--- src/rtl/pc_gen.sv ---
// -----------------------------------------------------------------------------
// pc_gen -- program-counter generator for the fetch stage.
//
// Produces the fetch address each cycle from sequential, branch, jump, jr and
// exception sources. Misaligned redirect targets trap to EXC_VECTOR with the
// faulting target captured in epc_o. A small return-address stack (RAS)
// supplies predicted jr targets.
//
// Ports:
//   clk, rst_n            clock (rising edge), asynchronous active-low reset
//   stall_i               hold the PC
//   fetch_ready_i         instruction memory accepts pc_o this cycle
//   pc_src_i[2:0]         000 seq, 001 branch, 010 jump, 011 jr, 100 exception
//   branch/jump/jr_target redirect targets
//   ras_push_i/ras_data_i push a link address
//   ras_pop_i             pop the top entry
//   pc_o, pc_valid_o      registered fetch request
//   epc_o                 exception PC
//   misalign_o            one-cycle flag for a misaligned-target trap
//   ras_top_o, ras_valid_o  predicted return address and RAS non-empty
// -----------------------------------------------------------------------------
module pc_gen #(
   parameter int unsigned       ADDR_W       = 32,
   parameter logic [ADDR_W-1:0] RESET_VECTOR = '0,
   parameter logic [ADDR_W-1:0] EXC_VECTOR   = ADDR_W'(32'h8000_0180),
   parameter int unsigned       RAS_DEPTH    = 4
) (
   input  logic              clk,
   input  logic              rst_n,
   input  logic              stall_i,
   input  logic              fetch_ready_i,
   input  logic [2:0]        pc_src_i,
   input  logic [ADDR_W-1:0] branch_target_i,
   input  logic [ADDR_W-1:0] jump_target_i,
   input  logic [ADDR_W-1:0] jr_target_i,
   input  logic              ras_push_i,
   input  logic [ADDR_W-1:0] ras_data_i,
   input  logic              ras_pop_i,
   output logic [ADDR_W-1:0] pc_o,
   output logic              pc_valid_o,
   output logic [ADDR_W-1:0] epc_o,
   output logic              misalign_o,
   output logic [ADDR_W-1:0] ras_top_o,
   output logic              ras_valid_o
);

   localparam int PTR_W = (RAS_DEPTH > 1) ? $clog2(RAS_DEPTH) : 1;
   localparam int CNT_W = $clog2(RAS_DEPTH + 1);
   localparam logic [PTR_W-1:0] LAST_IDX = PTR_W'(RAS_DEPTH - 1);
   localparam logic [CNT_W-1:0] FULL_CNT = CNT_W'(RAS_DEPTH);

   typedef enum logic {IDLE, RUN} state_t;

   state_t            state_reg;
   logic [ADDR_W-1:0] pc_reg, pc_next;
   logic [ADDR_W-1:0] epc_reg, epc_next;
   logic              pc_valid_reg;
   logic              misalign_reg, misalign_next;
   logic [PTR_W-1:0]  ras_ptr_reg, ras_ptr_next;
   logic [CNT_W-1:0]  ras_cnt_reg, ras_cnt_next;

   logic              ras_we;
   logic [PTR_W-1:0]  ras_waddr;
   logic [PTR_W-1:0]  ptr_inc, ptr_dec;
   logic [ADDR_W-1:0] ras_entries [RAS_DEPTH];

   logic [ADDR_W-1:0] target;
   logic              is_exc, is_redirect, flush;

   // Circular pointer arithmetic over RAS_DEPTH entries (not necessarily a power of 2).
   assign ptr_inc = (ras_ptr_reg == LAST_IDX) ? '0 : ras_ptr_reg + PTR_W'(1);
   assign ptr_dec = (ras_ptr_reg == '0) ? LAST_IDX : ras_ptr_reg - PTR_W'(1);

   always_comb begin
      target      = '0;
      is_exc      = 1'b0;
      is_redirect = 1'b0;
      case (pc_src_i)
         3'b001:  begin target = branch_target_i; is_redirect = 1'b1; end
         3'b010:  begin target = jump_target_i;   is_redirect = 1'b1; end
         3'b011:  begin target = jr_target_i;     is_redirect = 1'b1; end
         3'b100:  is_exc = 1'b1;
         default: ;
      endcase
   end

   always_comb begin
      pc_next       = pc_reg;
      epc_next      = epc_reg;
      misalign_next = 1'b0;
      flush         = 1'b0;
      ras_ptr_next  = ras_ptr_reg;
      ras_cnt_next  = ras_cnt_reg;
      ras_we        = 1'b0;
      ras_waddr     = ptr_inc;

      if (state_reg == RUN) begin
         // Exceptions and redirects take effect regardless of stall/ready.
         if (is_exc) begin
            pc_next  = EXC_VECTOR;
            epc_next = pc_reg;
            flush    = 1'b1;
         end else if (is_redirect) begin
            if (target[1:0] != 2'b00) begin
               pc_next       = EXC_VECTOR;
               epc_next      = target;
               misalign_next = 1'b1;
               flush         = 1'b1;
            end else begin
               pc_next = target;
            end
         end else if (!stall_i && fetch_ready_i) begin
            pc_next = pc_reg + ADDR_W'(4);
         end

         if (flush) begin
            ras_ptr_next = '0;
            ras_cnt_next = '0;
         end else if (ras_push_i && ras_pop_i && ras_cnt_reg != '0) begin
            // Replace the top entry in place: pop then push nets to no movement.
            ras_we    = 1'b1;
            ras_waddr = ras_ptr_reg;
         end else if (ras_push_i) begin
            // When full, top+1 is the oldest entry, so it is overwritten.
            ras_we       = 1'b1;
            ras_waddr    = ptr_inc;
            ras_ptr_next = ptr_inc;
            if (ras_cnt_reg != FULL_CNT)
               ras_cnt_next = ras_cnt_reg + CNT_W'(1);
         end else if (ras_pop_i && ras_cnt_reg != '0) begin
            ras_ptr_next = ptr_dec;
            ras_cnt_next = ras_cnt_reg - CNT_W'(1);
         end
      end
   end

   always_ff @(posedge clk or negedge rst_n) begin
      if (!rst_n) begin
         state_reg    <= IDLE;
         pc_reg       <= RESET_VECTOR;
         epc_reg      <= '0;
         pc_valid_reg <= 1'b0;
         misalign_reg <= 1'b0;
         ras_ptr_reg  <= '0;
         ras_cnt_reg  <= '0;
      end else begin
         case (state_reg)
            IDLE: begin
               state_reg    <= RUN;
               pc_valid_reg <= 1'b1;
            end
            RUN: begin
               state_reg    <= RUN;
               pc_valid_reg <= 1'b1;
            end
            default: begin
               state_reg    <= IDLE;
               pc_valid_reg <= 1'b0;
            end
         endcase
         pc_reg       <= pc_next;
         epc_reg      <= epc_next;
         misalign_reg <= misalign_next;
         ras_ptr_reg  <= ras_ptr_next;
         ras_cnt_reg  <= ras_cnt_next;
      end
   end

   genvar gi;
   generate
      for (gi = 0; gi < RAS_DEPTH; gi++) begin : g_ras
         logic [ADDR_W-1:0] entry_reg;
         always_ff @(posedge clk or negedge rst_n) begin
            if (!rst_n)
               entry_reg <= '0;
            else if (ras_we && ras_waddr == PTR_W'(gi))
               entry_reg <= ras_data_i;
         end
         assign ras_entries[gi] = entry_reg;
      end
   endgenerate

   assign pc_o        = pc_reg;
   assign pc_valid_o  = pc_valid_reg;
   assign epc_o       = epc_reg;
   assign misalign_o  = misalign_reg;
   assign ras_valid_o = (ras_cnt_reg != '0);
   assign ras_top_o   = (ras_cnt_reg != '0) ? ras_entries[ras_ptr_reg] : '0;

endmodule

--- config.mk ---
export PLATFORM = sky130hd
export DESIGN_NAME = pc_gen
export DESIGN_NICKNAME = d
export VERILOG_FILES = /design/src/rtl/pc_gen.sv
export SDC_FILE = /design/constraint.sdc
export NUM_CORES = 1
export LEC_CHECK = 0
export BUFFER_PORTS_ARGS = -buffer_cell sky130_fd_sc_hd__buf_2
export CAP_MARGIN = 40
export CELL_PAD_IN_SITES_DETAIL_PLACEMENT = 1
export CELL_PAD_IN_SITES_GLOBAL_PLACEMENT = 1
export CORE_MARGIN = 5
export CORE_UTILIZATION = 39
export DETAILED_ROUTE_END_ITERATION = 7
export GPL_TIMING_DRIVEN = 0
export PLACE_DENSITY_LB_ADDON = 0.1
export SYNTH_ARGS = -nofsm -noshare
export SYNTH_HDL_FRONTEND = slang
export SYNTH_SLANG_ARGS = --single-unit
--- constraint.sdc ---
create_clock -name clk -period 2.7 [get_ports clk]
set_input_delay 0.27 -clock clk [delete_from_list [all_inputs] [get_ports clk]]
set_output_delay 0.27 -clock clk [all_outputs]
set_load 0.02 [all_outputs]
Word level (Yosys, flattened, before mapping)

Index checks and enable logic that the tools add are counted.

Logic and storage cells: 88
Register bits: 199
Output and inout port bits: 99
Bits in latches: 0
Bits of input ports: 137
Bits in writable memories: 0
Bits in read-only memories: 0
Memories: 0

$add $sub $neg: 5
Shifts and indexed selects: 0
Equality and inequality tests: 11
Reduce and logical (&&, ||, !) cells: 22
Bitwise gates (word level): 1
Multiply operators: 0
Mux-type cells: 38
Order comparisons: 1
Div/mod/pow operators: 0

Operators with widths:

| kind                                                      | number |
|---|---|
| 2-to-1 mux 32 bit                                         | 10 |
| one-hot mux 32 bit (3 select lines)                       | 1 |
| binary-select mux 32 bit (select 2 bit)                   | 1 |
| adder 32 x 3 -> 32 bit (second input constant)            | 1 |
| 2-to-1 mux 2 bit                                          | 9 |
| 2-to-1 mux 3 bit                                          | 5 |
| 2-to-1 mux 1 bit                                          | 12 |
| nonzero test 3 bit                                        | 3 |
| logical AND 1 bit                                         | 8 |
| equality test 2 bit (second input constant)               | 3 |
| equality test 3 x 2 -> 1 bit (second input constant)      | 2 |
| AND reduction 3 bit                                       | 2 |
| nonzero test 2 bit                                        | 3 |
| logical NOT 2 bit                                         | 2 |
| AND reduction 4 bit                                       | 1 |
| adder 3 x 1 -> 3 bit (second input constant)              | 1 |
| equality test 3 x 1 -> 1 bit (second input constant)      | 1 |
| equality test 3 bit (second input constant)               | 1 |
| greater-or-equal comparator 3 bit (second input constant) | 1 |
| inequality test 3 x 1 -> 1 bit (second input constant)    | 1 |
| inequality test 3 bit (second input constant)             | 1 |
| NOT 2 -> 3 bit                                            | 1 |
| OR reduction 3 bit                                        | 1 |
| subtractor 3 x 1 -> 3 bit (second input constant)         | 1 |
| 6 further kinds                                           | 6 |

Logic depth before layout (Yosys ltp)

Depth in word-level cells: 11
Mapped depth: 10
Mapped depth without buffers: 7

Worst setup path after synthesis

Ideal clock, no wire load.

Path kind: register to register
Start point: register ras_ptr_reg[0]
End point: register g_ras[0].entry_reg[10]
Data required time: 2575 ps
Slack: -166 ps
Buffers on the path: 4
Arrival time: 2741 ps
Stages on the path, launching flop included: 11
Setup time: 125 ps
Clock period less this slack: 2866 ps
Cells stage by stage: dfrtp_1 > clkbuf_1 > buf_1 > inv_1 > ha_1 > inv_1 > a22oi_1 > or3b_1 > buf_2 > buf_6 > mux2_4

Word-level cells in the longest chain between the ends: 7
Elaborated cells on any way between the ends: 8
Classes of those cells: add/sub: 1; eq/ne: 1; mux: 4; reduce/logical: 2

Ends and longest elaborated chain:

| element                                                     | line | RTL |
|---|---|---|
| start: declaration                                          | 59   | `logic [PTR_W-1:0] ras_ptr_reg, ras_ptr_next;` |
| start signal: assignment                                    | 164  | `ras_ptr_reg <= ras_ptr_next;` |
| adder 2 x 1 -> 2 bit or equality test 2 bit (tied branches) | 71   | `assign ptr_inc = (ras_ptr_reg == LAST_IDX) ? '0 : ras_ptr_reg + PTR_W'(1);` |
| 2-to-1 mux 2 bit                                            | 71   |  |
| 2-to-1 mux 2 bit                                            | 119  | `end else if (ras_push_i && ras_pop_i && ras_cnt_reg != '0) begin` |
| 2-to-1 mux 2 bit                                            | 116  | `if (flush) begin` |
| 2-to-1 mux 2 bit (*)                                        | 97   | `if (state_reg == RUN) begin` |
| logical NOT 2 bit (*)                                       | 176  | `else if (ras_we && ras_waddr == PTR_W'(gi))` |
| logical AND 1 bit (*)                                       | 176  |  |
| end signal: assignment                                      | 177  | `entry_reg <= ras_data_i;` |
| end: declaration                                            | 172  | `logic [ADDR_W-1:0] entry_reg;` |

Mark *: on every way between the ends. The rest lies on a longest branch, timed or not.
A chain may end at the register's enable or synchronous reset.

Worst setup path after layout

Start point: register ras_ptr_reg[0]
End point: output ras_top_o[22]

Word-level cells in the longest chain between the ends: 5

Ends and longest elaborated chain:

| element                                               | line | RTL |
|---|---|---|
| NOT 2 -> 3 bit (implied by the code)                  | 188  | `assign ras_top_o = (ras_cnt_reg != '0) ? ras_entries[ras_ptr_reg] : '0;` |
| binary-select mux 32 bit (select 2 bit)               | 188  |  |
| 2-to-1 mux 32 bit (implied by the code) (2 in series) | 188  |  |
| 2-to-1 mux 32 bit                                     | 188  |  |
| end: declaration                                      | 43   | `output logic [ADDR_W-1:0] ras_top_o,` |

No other way between the ends. The select of a mux whose other input is x is not followed.

==> flow_summary.toml <==
[power]
ir_drop_mv = 0.472
p_switching_uw = 4370
pwr-share-seq_pct = 38.2
power.share.clock_pct = 21.5
p_leak_uw = 0.00592
power_density_mw_per_mm2 = 962
internal_power_uw = 7980
swShare_pct = 35.4
combPwrFrac_pct = 40.3

[global_routing]
grt_pass1_vias = 9301
grt_max_degree = 102
track_usage_pct = 21.7
grt_antenna_before_repair = 1
overflow = 0
grt_pass1_wl_um = 52500

[die]
io_pins = 236
core_mm2 = 0.0262
core.rowCount = 59
die_h_um = 173
die_area_mm2 = 0.0301
fp.dieW_um = 173
start_util_pct = 39.8

[min_path]
min_to = "g_ras[0].entry_reg[16]"
hold_path_class = "input pin to flip-flop"
worstHoldPathCells = 2
min_from = "ras_data_i[16]"

[clocking]
clockRootBuffer = "clkbuf_16"
numClockSinks = 199
clkTransAtPathRegs_ns = 0.08
cts_tree = "built"
cts-htree-levels = 4
cts_buffers = 17
ctsLongestPathBuffers = 2
clock_latency_ns = 0.44

[detailed_routing]
wl_per_cell_um = 21.5
remaining_drc_errors = 0
via_count = 8411
drt_iter0_markers = 503
wirelength_um = 32700
ant_nets = 0
viasPerCell = 5.55
drt-pass1-iter-count = 5

[synthesis]
syn_nets = 1042
yosysTopAreaCell = "dfrtp_1"
synth_cells = 901
ys.flop_type = "dfrtp_1"
yosysMostFrequentCell = "dfrtp_1"
netlist_area_mm2 = 0.0104
avgSynthCellArea_um2 = 11.6
synth-edff-count = 0
yosys_warnings = 0
async_reset_ff_share_pct = 100
seq_area_frac_synth_pct = 47.8
synthDistinctLibCells = 62
ys_ff_latch = 199
synth_top_cell_area_share_pct = 47.8
synth_area_leaders = "dfrtp_1 (48%), mux2_2 (14%), mux4_2 (6.9%)"
synthTopCellsByCount = "dfrtp_1 (199), mux2_2 (127), nand2_1 (67), o21ai_0 (62), nor2_1 (52)"

[layout]
fillers = 2913
syn2layout_area_growth_pct = 23.2
fin_nets = 1308
post-route-util_pct = 49.0
largest_reg_flops = 128
layout-drive-gt1-share_pct = 42.8

[critical_path]
r2r_cells = 10
rr_startpoint = "ras_ptr_reg[0]"
crit_chain = "buf_6 > buf_2 > buf_6 > mux4_2 > and2_1 > buf_2"
worstReg2RegEnd = "g_ras[0].entry_reg[12]"
worstSetupPathType = "flip-flop to output pin"
worstSetupStartpointType = "flip-flop"
cpPeakStageDelay_ns = 0.50
rrSetupSlack_ns = 0.19
end_kind = "output pin"
critical-path-slowest-cell = "mux4_2"
worst_ep_arrival_time_ns = 2.26
crit_fanout = 10
required_ns = 2.43

[sta]
finalClockSkew_ns = 0.0136
hold_viol = 0
relSlewSlack_pct = 39.5
setup_viol = 0
tns_ns = 0
post-route-min-period_ns = 2.53
tightest_slew_ns = 0.898
fin_crit_sh_pct = 93.9
grt_setup_unrepaired = "false"
fin_ws_ns = 0.165
clock.fmax_mhz = 394
finalMaxSlewViolations = 0
whs_ns = 0.100

[placement]
pre_cts_slack_ns = -0.752
port_buffers = 234
gp_routability_congestion = 0.799
dpl.hpwl_um = 23900

[flow_run]
cap_violations = 0

[run_status]
status = "complete, no violations"
## placed cells by master (no fill, tap or decap), drive strengths merged, types with 3 or more instances in the layout
cell type	synthesis	routed
dfrtp	199	199
ha	3	3
buf	26	274
o31ai	3	3
or3	5	5
nand3	25	25
mux4	32	32
nor2	52	52
a32o	3	3
nor3b	5	5
nor4	9	9
clkinv	1	7
clkbuf	38	54
o21a	4	4
o211ai	8	8
inv	10	16
and3	4	4
nand4	10	10
o21ai	63	63
a22oi	35	35
a211oi	3	3
a21oi	43	43
nor3	8	8
and2	35	35
nand2	67	67
a221o	3	3
a31oi	10	10
o22ai	3	3
o311ai	9	9
mux2	158	158
## critical path, delay by kind of cell (launching register included)
| family | cells | cell delay, ns |
|---|---|---|
| flip-flops | 1 | 0.39 |
| AND/OR/NAND/NOR | 1 | 0.16 |
| buffers and inverters | 4 | 0.78 |
| multiplexers | 1 | 0.50 |
## metal layers
layer / up-vias / track usage, % / part of all wire (%)
met5: - / 0 / 0
met4: 0 / 3.79 / 0.71
met3: 17 / 5.15 / 5.1
met2: 204 / 36.1 / 49
met1: 4327 / 29.5 / 46
li1: 3863 / - / -
## cells by family after synthesis
kind of cell | after synthesis | share of synthesized area, %
XOR/XNOR | 2 | 0.168
buffers and inverters | 75 | 3.16
multiplexers | 192 | 25.3
flip-flops | 199 | 47.8
AND/OR/NAND/NOR | 230 | 11.0
other | 1 | 0.0360
AO/OA/AOI/OAI | 197 | 11.9
adder cells (fa/ha/maj) | 5 | 0.649
## worst max-delay path by stage
stage / startpoint / endpoint / slack, ns / depth (start not counted)
final: ras_ptr_reg[0] / ras_top_o[22] / 0.17 / 6
after global routing: ras_ptr_reg[0] / g_ras[3].entry_reg[3] / 0.006 / 10
after CTS: ras_ptr_reg[0] / g_ras[0].entry_reg[12] / 0.03 / 10
after detailed placement: ras_ptr_reg[0] / g_ras[3].entry_reg[19] / -0.75 / 9
after global placement: rst_n / g_ras[3].entry_reg[7] / -2.23 / 1
after floorplan: ras_ptr_reg[0] / g_ras[0].entry_reg[10] / 0.02 / 10
## final cells by class
class                   count  area (um2)  share of cell area [%]
diodes                      1        2.50                  0.0195
plain buffers              63         330                    2.57
clock buffers              18         439                    3.42
clock inverters            14         178                    1.38
inverters                  11        41.3                   0.322
multi-input cells         627        5130                    40.0
flip-flops and latches    199        4980                    38.8
well taps                 335         419                    3.27
repair buffers            248        1320                    10.2
## through the flow
| step | area (um2) | std cells | power [uW] |
|---|---|---|---|
| after global routing | 12800 | 1516 | 13100 |
| after floorplan | 10400 | 901 | 8100 |
| after global placement | 12000 | 1470 | 9510 |
| final | 12800 | 1516 | 12400 |
| after detailed placement | 12100 | 1477 | 9720 |
| after CTS | 12800 | 1516 | 12500 |
## power by group through the flow
| stage | sequential [uW] | clock, uW | combinational (uW) |
|---|---|---|---|
| floorplan | 4660 | 0 | 3440 |
| global placement | 4670 | 0 | 4840 |
| detailed placement | 4730 | 0 | 4990 |
| CTS | 4700 | 2720 | 5070 |
| global route | 4860 | 2860 | 5420 |
| finish | 4720 | 2660 | 4980 |
## timing repair
action                                  4_1_cts  5_1_grt
buffers inserted                              6        0
resized for setup                            16        8
endpoints found under the hold margin        98        0
pin swaps                                     2        0
endpoints found under the setup margin      158      141
hold buffers                                  1        0
(Power assumes the default switching activity.)
